## src/rtl/vmx_pe_feeder.sv

```systemverilog
// Transmit-side feeder for the vmx_pe_16_8 systolic chain: tags weight words per PE, streams vector words, then flushes the chain.
// Optional build macro VMX_FEED_BIAS_EN adds bias_in, which is applied as pe_sum_in on vector words.
module vmx_pe_feeder #(
    parameter int VECTOR_BITLEN  = 16,
    parameter int PRODUCT_BITLEN = 32,
    parameter int NUM_PE         = 8
) (
    input  logic                      clk,
    input  logic                      rst,
    input  logic                      cmd_valid,
    output logic                      cmd_ready,
    input  logic                      cmd_op,
    input  logic                      cmd_simd,
    input  logic [7:0]                cmd_len,
`ifdef VMX_FEED_BIAS_EN
    input  logic [PRODUCT_BITLEN-1:0] bias_in,
`endif
    input  logic                      s_valid,
    output logic                      s_ready,
    input  logic [VECTOR_BITLEN-1:0]  s_data,
    output logic                      pe_simd_mode,
    output logic [7:0]                pe_is_weight,
    output logic [VECTOR_BITLEN-1:0]  pe_data,
    output logic [PRODUCT_BITLEN-1:0] pe_sum_in,
    output logic                      pe_valid,
    output logic                      busy,
    output logic                      done
);

    localparam logic [6:0] LAST_PE = 7'(NUM_PE - 1);

    typedef enum logic [1:0] {ST_IDLE, ST_LOAD_W, ST_STREAM, ST_FLUSH} state_t;

    state_t                      state_reg, state_next;
    logic [6:0]                  idx_reg, idx_next;
    logic [7:0]                  cnt_reg, cnt_next;
    logic [6:0]                  fcnt_reg, fcnt_next;
    logic                        simd_reg, simd_next;
    logic [PRODUCT_BITLEN-1:0]   bias_reg, bias_next;

    logic [7:0]                  isw_next;
    logic [VECTOR_BITLEN-1:0]    data_next;
    logic [PRODUCT_BITLEN-1:0]   sum_next;
    logic                        valid_next;
    logic                        done_next;

    logic                        simd_mode_reg;
    logic [7:0]                  isw_reg;
    logic [VECTOR_BITLEN-1:0]    data_reg;
    logic [PRODUCT_BITLEN-1:0]   sum_reg;
    logic                        valid_reg;
    logic                        done_reg;

    assign cmd_ready = (state_reg == ST_IDLE);
    assign s_ready   = (state_reg == ST_LOAD_W) || (state_reg == ST_STREAM);
    assign busy      = (state_reg != ST_IDLE);

    always_comb begin
        state_next = state_reg;
        idx_next   = idx_reg;
        cnt_next   = cnt_reg;
        fcnt_next  = fcnt_reg;
        simd_next  = simd_reg;
        bias_next  = bias_reg;
        isw_next   = 8'h00;
        data_next  = '0;
        sum_next   = '0;
        valid_next = 1'b0;
        done_next  = 1'b0;

        case (state_reg)
            ST_IDLE: begin
                if (cmd_valid) begin
                    simd_next = cmd_simd;
`ifdef VMX_FEED_BIAS_EN
                    bias_next = bias_in;
`endif
                    if (cmd_op) begin
                        state_next = ST_STREAM;
                        cnt_next   = cmd_len;
                    end else begin
                        state_next = ST_LOAD_W;
                        idx_next   = LAST_PE;
                    end
                end
            end
            ST_LOAD_W: begin
                // Farthest PE first: the index tag tells PE k to capture this word.
                if (s_valid) begin
                    isw_next  = {1'b1, idx_reg};
                    data_next = s_data;
                    if (idx_reg == 7'd0) begin
                        state_next = ST_IDLE;
                        done_next  = 1'b1;
                    end else begin
                        idx_next = idx_reg - 7'd1;
                    end
                end
            end
            ST_STREAM: begin
                if (s_valid) begin
                    data_next  = s_data;
                    valid_next = 1'b1;
                    sum_next   = bias_reg;
                    if (cnt_reg == 8'd0) begin
                        state_next = ST_FLUSH;
                        fcnt_next  = LAST_PE;
                        done_next  = (LAST_PE == 7'd0);
                    end else begin
                        cnt_next = cnt_reg - 8'd1;
                    end
                end
            end
            ST_FLUSH: begin
                // done is registered, so raise it one cycle ahead of fcnt reaching 0.
                if (fcnt_reg == 7'd0) begin
                    state_next = ST_IDLE;
                end else begin
                    fcnt_next = fcnt_reg - 7'd1;
                    done_next = (fcnt_reg == 7'd1);
                end
            end
            default: state_next = ST_IDLE;
        endcase
    end

    always_ff @(posedge clk) begin
        if (rst) begin
            state_reg     <= ST_IDLE;
            idx_reg       <= '0;
            cnt_reg       <= '0;
            fcnt_reg      <= '0;
            simd_reg      <= 1'b0;
            bias_reg      <= '0;
            simd_mode_reg <= 1'b0;
            isw_reg       <= 8'h00;
            data_reg      <= '0;
            sum_reg       <= '0;
            valid_reg     <= 1'b0;
            done_reg      <= 1'b0;
        end else begin
            state_reg     <= state_next;
            idx_reg       <= idx_next;
            cnt_reg       <= cnt_next;
            fcnt_reg      <= fcnt_next;
            simd_reg      <= simd_next;
            bias_reg      <= bias_next;
            simd_mode_reg <= simd_reg;
            isw_reg       <= isw_next;
            data_reg      <= data_next;
            sum_reg       <= sum_next;
            valid_reg     <= valid_next;
            done_reg      <= done_next;
        end
    end

    assign pe_simd_mode = simd_mode_reg;
    assign pe_is_weight = isw_reg;
    assign pe_data      = data_reg;
    assign pe_sum_in    = sum_reg;
    assign pe_valid     = valid_reg;
    assign done         = done_reg;

endmodule

```

## config.mk

```make
export PLATFORM = sky130hd
export DESIGN_NAME = vmx_pe_feeder
export DESIGN_NICKNAME = d
export VERILOG_FILES = /design/src/rtl/vmx_pe_feeder.sv
export SDC_FILE = /design/constraint.sdc
export NUM_CORES = 1
export LEC_CHECK = 0
export CORE_ASPECT_RATIO = 0.7
export CORE_UTILIZATION = 46
export CTS_BUF_LIST = sky130_fd_sc_hd__clkbuf_16
export CTS_CLUSTER_DIAMETER = 80
export DETAILED_ROUTE_END_ITERATION = 12
export PLACE_DENSITY = 0.79
export SLEW_MARGIN = 40
export SYNTH_ARGS = -nofsm -noshare
export SYNTH_HDL_FRONTEND = slang
export SYNTH_SLANG_ARGS = --single-unit
```

## constraint.sdc

```tcl
create_clock -name clk -period 2.1 [get_ports clk]
set_clock_uncertainty 0.1 [all_clocks]
set_input_delay 0.63 -clock clk [delete_from_list [all_inputs] [get_ports clk]]
set_output_delay 0.63 -clock clk [all_outputs]
set_load 0.01 [all_outputs]
```

==> metrics.txt, run 1 <==
status completed; final period utilization 0.967; Tightest Hold Check Type reg2reg; CP Launch Type register; die area 0.00618 mm²; core box area 0.00545 mm²; final hold violations 0; worst skew pair latency 0.29 ns; mean post-synth cell area 8.75 µm²; CTS hold repair buffers 0; DIE HEIGHT 66.1 µm; Yosys cell types 51; critical-path maximum fanout 3; Max-cap violations 0; die width 93.5 µm; largest net degree at the start of global routing 24; area grow syn2layout 33.4%; Yosys warning count 0; Combinational Power Share 0.551; DRC viols 0; origin of the worst setup path state_reg[1]$_SDFFE_PP0P_; drt first pass iters 5; most common cell after layout, fill and taps aside clkdlybuf4s50_1; Crit path arrival time 1.30 ns; CTS tree yes; switching share of power 0.408; Clock power frac 0.162; Final Wtd Congestion 0.912; Setup crit end s_ready; initial antenna violation count 0; Min Hold Slack 0.355 ns; share of post-route cells with drive strength above 1 0.144; Final Max Slew Viols 0; nets 430; sequential area share after synthesis 0.386; Post-synth EDFFs 0; sw power 2090 µW; Mapped Cells 308; XOR/XNOR share of the synthesized area 0; routed wire length 6390 µm; main combinational cell family by area after synthesis simple AND/OR/NAND/NOR gates; DRT antenna net count 0; ys async rst share 0; simple logic cell fraction of the synthesized area 0.239; reg2reg end state_reg[0]$_SDFFE_PP0P_; mux cell area share after synthesis 0.0260; fin area 0.00360 mm²; Cell Area, Synth 0.00270 mm²; Crit Path Category reg2out; Critical Path RT 1.37 ns; placed cell areas 0.00342 mm²; pre-CTS setup slack -0.297 ns; P_leak 0.00158 µW; setup TNS 0 ns; R2R depth 6; CTS buffer count 5; Fmax 493 MHz; R2R setup slack 0.15 ns; RSZ-0062 raised after global routing no; most common flop cell mapped by yosys dfxtp_1; # H-tree levels 2; Compound-Gate Fraction of Synth Area 0.174; most frequent cells in the layout 56 x clkdlybuf4s50_1, 52 x dfxtp_1, 32 x conb_1; IO Pins 92; HPWL Detailed 4720 µm; drt wl/cell 13.8 µm; max reg flops 16; Flop pwr share 0.286; Pwr per Cell Area 1430 mW/mm²; vias in the first global route 2136; CTS Buffer Depth 2; worst r2r src idx_reg[1]$_SDFFE_PP0P_; grt total ovfl 0; CP endpoint kind output port; Finished Core Util 0.660; maximum vdd drop 822 µV; n_diodes 0; CTS clk-pin slew, worst paths 0.07 ns; Pint 3030 µW; Starting Density 0.495; root buffer cell clkbuf_16; first-pass GRT wire length 10200 µm; crit path time final 2.03 ns; Yosys reg bits 52; GRT Total Usage 0.212; Vias/cell 5.31; # setup viols final 0; PortBufs 59; vias 2451; PnR worst setup slack 0.0703 ns; Rows 22; DRT iter0 DRCs 197; CTS Sinks 52; Adder-Cell Fraction of Synth Area 0.0510
## layer usage
metal	up-vias	GRT usage	share of wire
li1	1217	-	-
met1	1114	0.290	0.47
met2	112	0.337	0.45
met3	8	0.0414	0.074
met4	0	0.0654	0.011
met5	-	0	0
## synth_stat cells, types with 4 or more instances
master | number | area [µm²]
dfxtp_1 | 52 | 1040
buf_4 | 32 | 240
and3_1 | 28 | 175
nand2_1 | 24 | 90.1
a21oi_1 | 19 | 95.1
nor2_1 | 14 | 52.6
clkbuf_1 | 11 | 41.3
ha_1 | 11 | 138
inv_1 | 11 | 41.3
nand3_1 | 8 | 40.0
o21ai_0 | 8 | 40.0
mux2i_1 | 7 | 70.1
nor3_1 | 7 | 35.0
nand2b_1 | 5 | 31.3
or3_1 | 5 | 31.3
a211oi_1 | 4 | 30.0
nor4_1 | 4 | 25.0
o211ai_1 | 4 | 30.0
o32ai_1 | 4 | 35.0
## power groups by stage
stage | clock, µW | sequential, µW | combinational, µW
6_report | 832 | 1470 | 2830
5_1_grt | 900 | 1500 | 3090
4_1_cts | 847 | 1450 | 2730
3_5_place_dp | 0 | 1480 | 2730
3_3_place_gp | 0 | 1470 | 2700
2_1_floorplan | 0 | 1460 | 1810
## through the flow
stage	std cells	power (µW)
after floorplan	339	3260
after global placement	454	4170
after detailed placement	454	4210
after CTS	462	5030
after global routing	462	5490
final	462	5120
## area by class of cell
class,instances,area (µm²)
Clock buffer,5,125
Clock inverter,3,25.0
Fill cell,457,1850
Inverter,12,45.0
Multi-Input combinational cell,231,1470
Sequential cell,52,1040
Tap cell,72,90.1
Timing Repair Buffer,87,800
## cells by family (layout without fill, tap and decap cells)
family                     count (synthesis)  after routing
DFF                                       52             52
buffers and inverters                     56            107
adders and majority gates                 11             11
AOI/OAI and AO/OA                         66             66
and+or+nand+nor                          115            115
muxes                                      7              7
other                                      1             32
## timing repair
action                     4_1_cts  5_1_grt
setup endpoints to repair        3        6
setup buffers                    0        0
resized for setup                3        7
## worst min path at each step
stage	start	end	slack, ns	depth (start not counted)
after CTS	simd_reg$_SDFFE_PP0P_	simd_reg$_SDFFE_PP0P_	0.36	2
after global routing	simd_reg$_SDFFE_PP0P_	simd_reg$_SDFFE_PP0P_	0.39	2
after floorplan	simd_reg$_SDFFE_PP0P_	simd_reg$_SDFFE_PP0P_	0.33	2
after global placement	simd_reg$_SDFFE_PP0P_	simd_reg$_SDFFE_PP0P_	0.34	2
after detailed placement	simd_reg$_SDFFE_PP0P_	simd_reg$_SDFFE_PP0P_	0.35	2
final	simd_reg$_SDFFE_PP0P_	simd_reg$_SDFFE_PP0P_	0.36	2
## worst max-delay path: stages, from the launching register on
cell	delay, ns
dfxtp_1	0.34
inv_1	0.08
ha_2	0.33
clkdlybuf4s15_1	0.24
Power figures use the tool's default switching activity.
==> run 2, diff against run 1 <==
--- a/config.mk
+++ b/config.mk
@@ -10,7 +10,7 @@
 export CTS_BUF_LIST = sky130_fd_sc_hd__clkbuf_16
 export CTS_CLUSTER_DIAMETER = 80
 export DETAILED_ROUTE_END_ITERATION = 12
-export PLACE_DENSITY = 0.79
+export PLACE_DENSITY = 0.81
 export SLEW_MARGIN = 40
 export SYNTH_ARGS = -nofsm -noshare
 export SYNTH_HDL_FRONTEND = slang
==> metrics.txt, run 2 (synthesis gave the netlist of run 1 again) <==
status completed; # setup viols final 0; worst skew pair latency 0.29 ns; pre-CTS setup slack -0.273 ns; largest net degree at the start of global routing 24; Post CTS Setup Buffer Count 0; HPWL Detailed 4800 µm; vias in the first global route 2167; final period utilization 0.976; CTS Sinks 52; Cell Chain, Critical Path inv_1 > ha_2 > clkdlybuf4s15_1; Cells after DPL 454; Worst path top cell family by delay flip-flops; IO Pins 92; max reg flops 16; Final Wtd Congestion 0.933; CTS tree yes; # H-tree levels 2; Fmax 488 MHz; drt first pass iters 4; area grow syn2layout 33.7%; share of post-route cells with drive strength above 1 0.151; GRT Total Usage 0.211; first-pass GRT wire length 10200 µm; most common cell after layout, fill and taps aside clkdlybuf4s50_1; Crit Path Category reg2out; Slew @ Worst Pin 0.510 ns; core box area 0.00545 mm²; CTS clk-pin slew, worst paths 0.07 ns; PortBufs 59; Crit path arrival time 1.32 ns; Rows 22; non-filler cells, final 462; grt total ovfl 0; RSZ-0062 raised after global routing no; routed wire length 6450 µm; Final Max Slew Viols 0; Vias/cell 5.28; initial antenna violation count 0; die width 93.5 µm; crit path time final 2.05 ns; DRC viols 0; drt wl/cell 14.0 µm; vias 2439; Pwr per Cell Area 1420 mW/mm²; maximum vdd drop 861 µV; Max-cap violations 0; DRT antenna net count 0; PnR worst setup slack 0.0513 ns; Rel. slew slack 0.660; Critical Path Slowest Stage Cell dfxtp_1; nets 430; CTS buffer count 5; critical-path maximum fanout 3; root buffer cell clkbuf_16; final hold violations 0; Critical Path RT 1.37 ns; DIE HEIGHT 66.1 µm; CTS hold repair buffers 0; die area 0.00618 mm²; Starting Density 0.495; DRT iter0 DRCs 89; P_leak 0.00159 µW; max incr delay on CP 0.35 ns; CTS Buffer Depth 2; CP Launch Type register; n_diodes 0; most frequent cells in the layout 55 x clkdlybuf4s50_1, 51 x dfxtp_1, 32 x conb_1; Tightest Hold Check Type reg2reg; CP endpoint kind output port; worst path bufs/invs 2
[run 2: cell types whose count changed in the layout (fill, tap and decap cells not counted), sizes merged]
| cell | change |
|---|---|
| clkdlybuf4s50 | -1 |
| dlymetal6s2s | +1 |
[run 2: cell type report]
| type | count | area [µm²] |
|---|---|---|
| multi-input combinational | 231 | 1480 |
| fill | 454 | 1840 |
| sequential | 52 | 1040 |
| timing repair buffer | 87 | 802 |
| inverter | 12 | 45.0 |
| tap | 72 | 90.1 |
| clock buffer | 5 | 125 |
| clock inverter | 3 | 25.0 |
[run 2: metal layers]
| metal | wire (µm) | up-vias | global-route usage |
|---|---|---|---|
| met5 | 0 | - | 0 |
| met4 | 56 | 0 | 0.0750 |
| met3 | 482 | 6 | 0.0425 |
| met2 | 2800 | 95 | 0.325 |
| met1 | 3110 | 1122 | 0.293 |
| li1 | - | 1216 | - |
[run 2: what timing repair did]
item | in CTS | in global routing
resized for setup | 5 | 9
endpoints found under the setup margin | 3 | 12
cloned | 0 | 0
[run 2: through the flow]
stage | hold slack, ns | area (µm²) | utilization | power [µW] | setup TNS (ns)
4_1_cts | 0.374 | 3570 | 0.655 | 5010 | 0
3_3_place_gp | 0.339 | 3420 | 0.627 | 4140 | -2.92
6_report | 0.371 | 3610 | 0.662 | 5110 | 0
5_1_grt | 0.396 | 3610 | 0.662 | 5490 | 0
3_5_place_dp | 0.363 | 3420 | 0.627 | 4190 | -3.72
2_1_floorplan | 0.332 | 2810 | - | 3260 | 0
[run 2: path summary, 6_finish.rpt]
| path | start | end | slack (ns) | cells after the start |
|---|---|---|---|---|
| worst max register to register | cnt_reg[0]$_SDFFE_PP0P_ | cnt_reg[7]$_SDFFE_PP0P_ | 0.13 | 7 |
| worst min-delay path | simd_reg$_SDFFE_PP0P_ | simd_reg$_SDFFE_PP0P_ | 0.37 | 2 |
| worst max-delay path | state_reg[0]$_SDFFE_PP0P_ | s_ready | 0.05 | 3 |
| worst min register to register | simd_reg$_SDFFE_PP0P_ | simd_reg$_SDFFE_PP0P_ | 0.37 | 2 |
[run 2: where the power goes]
| group | leakage, µW | switching [µW] | internal (µW) |
|---|---|---|---|
| logic | 0.00109 | 1440 | 1330 |
| registers | 0.000423 | 276 | 1240 |
| clock network | 0.0000708 | 374 | 450 |
| total | 0.00159 | 2090 | 3020 |
[run 2: tightest hold or removal path, cell delays in order (launching register included)]
cell     delay [ns]
dfxtp_1        0.31
nand2_1        0.05
a21oi_1        0.06
==> run 3, diff against run 2 <==
--- a/config.mk
+++ b/config.mk
@@ -10,7 +10,9 @@
 export CTS_BUF_LIST = sky130_fd_sc_hd__clkbuf_16
 export CTS_CLUSTER_DIAMETER = 80
 export DETAILED_ROUTE_END_ITERATION = 12
+export GPL_TIMING_DRIVEN = 1
 export PLACE_DENSITY = 0.81
+export SKIP_LAST_GASP = 1
 export SLEW_MARGIN = 40
 export SYNTH_ARGS = -nofsm -noshare
 export SYNTH_HDL_FRONTEND = slang
==> metrics.txt, run 3 (synthesis gave the netlist of run 1 again) <==
first-pass GRT wire length 10200 µm; vias in the first global route 2167; vias 2448; Pwr per Cell Area 1420 mW/mm²; # setup viols final 0; Min Hold Slack 0.374 ns; GRT Total Usage 0.211; CTS tree yes; die area 0.00618 mm²; PnR worst setup slack 0.0324 ns; worst skew pair latency 0.29 ns; Finished Core Util 0.661; Final Max Slew Viols 0; hold path depth 2; R2R depth 7; PortBufs 59; DIE HEIGHT 66.1 µm; die width 93.5 µm; most frequent cells in the layout 56 x clkdlybuf4s50_1, 51 x dfxtp_1, 32 x conb_1; n_diodes 0; Slew @ Worst Pin 0.500 ns; final hold violations 0; crit path time final 2.07 ns; Cells after DPL 454; CTS buffer count 5; area grow syn2layout 33.6%; Post CTS Setup Buffer Count 0; CTS Buffer Depth 2; DRT antenna net count 0; IO Pins 92; pre-CTS setup slack -0.273 ns; routed wire length 6460 µm; maximum vdd drop 858 µV; Final Wtd Congestion 0.933; setup TNS 0 ns; Rel. slew slack 0.666; Starting Density 0.495; most common cell after layout, fill and taps aside clkdlybuf4s50_1; CP Launch Type register; R2R setup slack 0.13 ns; Critical Path RT 1.37 ns; core box area 0.00545 mm²; Crit Path Category reg2out; DRC viols 0; status completed; CTS clk-pin slew, worst paths 0.07 ns; final period utilization 0.985; max reg flops 16; min-delay src simd_reg$_SDFFE_PP0P_; worst r2r src cnt_reg[0]$_SDFFE_PP0P_; drt wl/cell 14.0 µm; largest net degree at the start of global routing 24; origin of the worst setup path state_reg[0]$_SDFFE_PP0P_; drt first pass iters 6; CTS Sinks 52; root buffer cell clkbuf_16; grt total ovfl 0; Rows 22; Max-cap violations 0; Tightest Hold Check Type reg2reg; critical-path maximum fanout 3; DRT iter0 DRCs 83; CTS hold repair buffers 0; Crit path arrival time 1.34 ns; initial antenna violation count 0; CP endpoint kind output port; Fmax 484 MHz; reg2reg end cnt_reg[7]$_SDFFE_PP0P_; non-filler cells, final 462; RSZ-0062 raised after global routing yes; nets 430; hold endpoint simd_reg$_SDFFE_PP0P_; P_leak 0.00158 µW; # H-tree levels 2; Vias/cell 5.30; share of post-route cells with drive strength above 1 0.151; HPWL Detailed 4800 µm
[run 3: how the worst max path moves through the flow]
stage | to | slack, ns | depth (start not counted)
after global placement | state_reg[0]$_SDFFE_PP0P_ | -0.23 | 6
after global routing | busy | -0.02 | 4
after CTS | cnt_reg[7]$_SDFFE_PP0P_ | 0.01 | 6
final | busy | 0.03 | 4
after floorplan | cnt_reg[0]$_SDFFE_PP0P_ | 0.18 | 6
after detailed placement | fcnt_reg[5]$_SDFFE_PP0P_ | -0.27 | 6
[run 3: cell type report]
class	count	area, µm²
well taps	72	90.1
fillers	456	1850
clock buffers	5	125
inverters	12	45.0
multi-input cells	231	1480
clock inverters	3	25.0
repair buffers	87	798
flip-flops and latches	52	1040
[run 3: metal layers]
metal,up-vias,share of wire,routed length [µm],GRT usage
met1,1152,0.50,3230,0.293
met4,0,0.0091,59,0.0750
met5,-,0,0,0
met2,72,0.44,2820,0.325
li1,1218,-,-,-
met3,6,0.054,347,0.0425
[run 3: worst max-delay path: stages (launching register included)]
cell and delay (ns):
dfxtp_1 0.35, inv_1 0.09, ha_2 0.22, inv_1 0.10, dlygate4sd2_1 0.27
[run 3: power by group]
group / internal (µW) / switching [µW]
Sequential: 1240 / 276
Clock: 450 / 374
Combinational: 1320 / 1440
[run 3: per-stage QoR]
stage | power [µW] | instance area [µm²]
after floorplan | 3260 | 2810
after CTS | 5010 | 3570
final | 5100 | 3600
after global routing | 5490 | 3600
after global placement | 4140 | 3420
after detailed placement | 4190 | 3420
[run 3: repair_timing]
action,CTS,global route
setup endpoints to repair,3,12
hold endpoints to repair,0,0
pin swaps,0,0
resized for setup,5,7
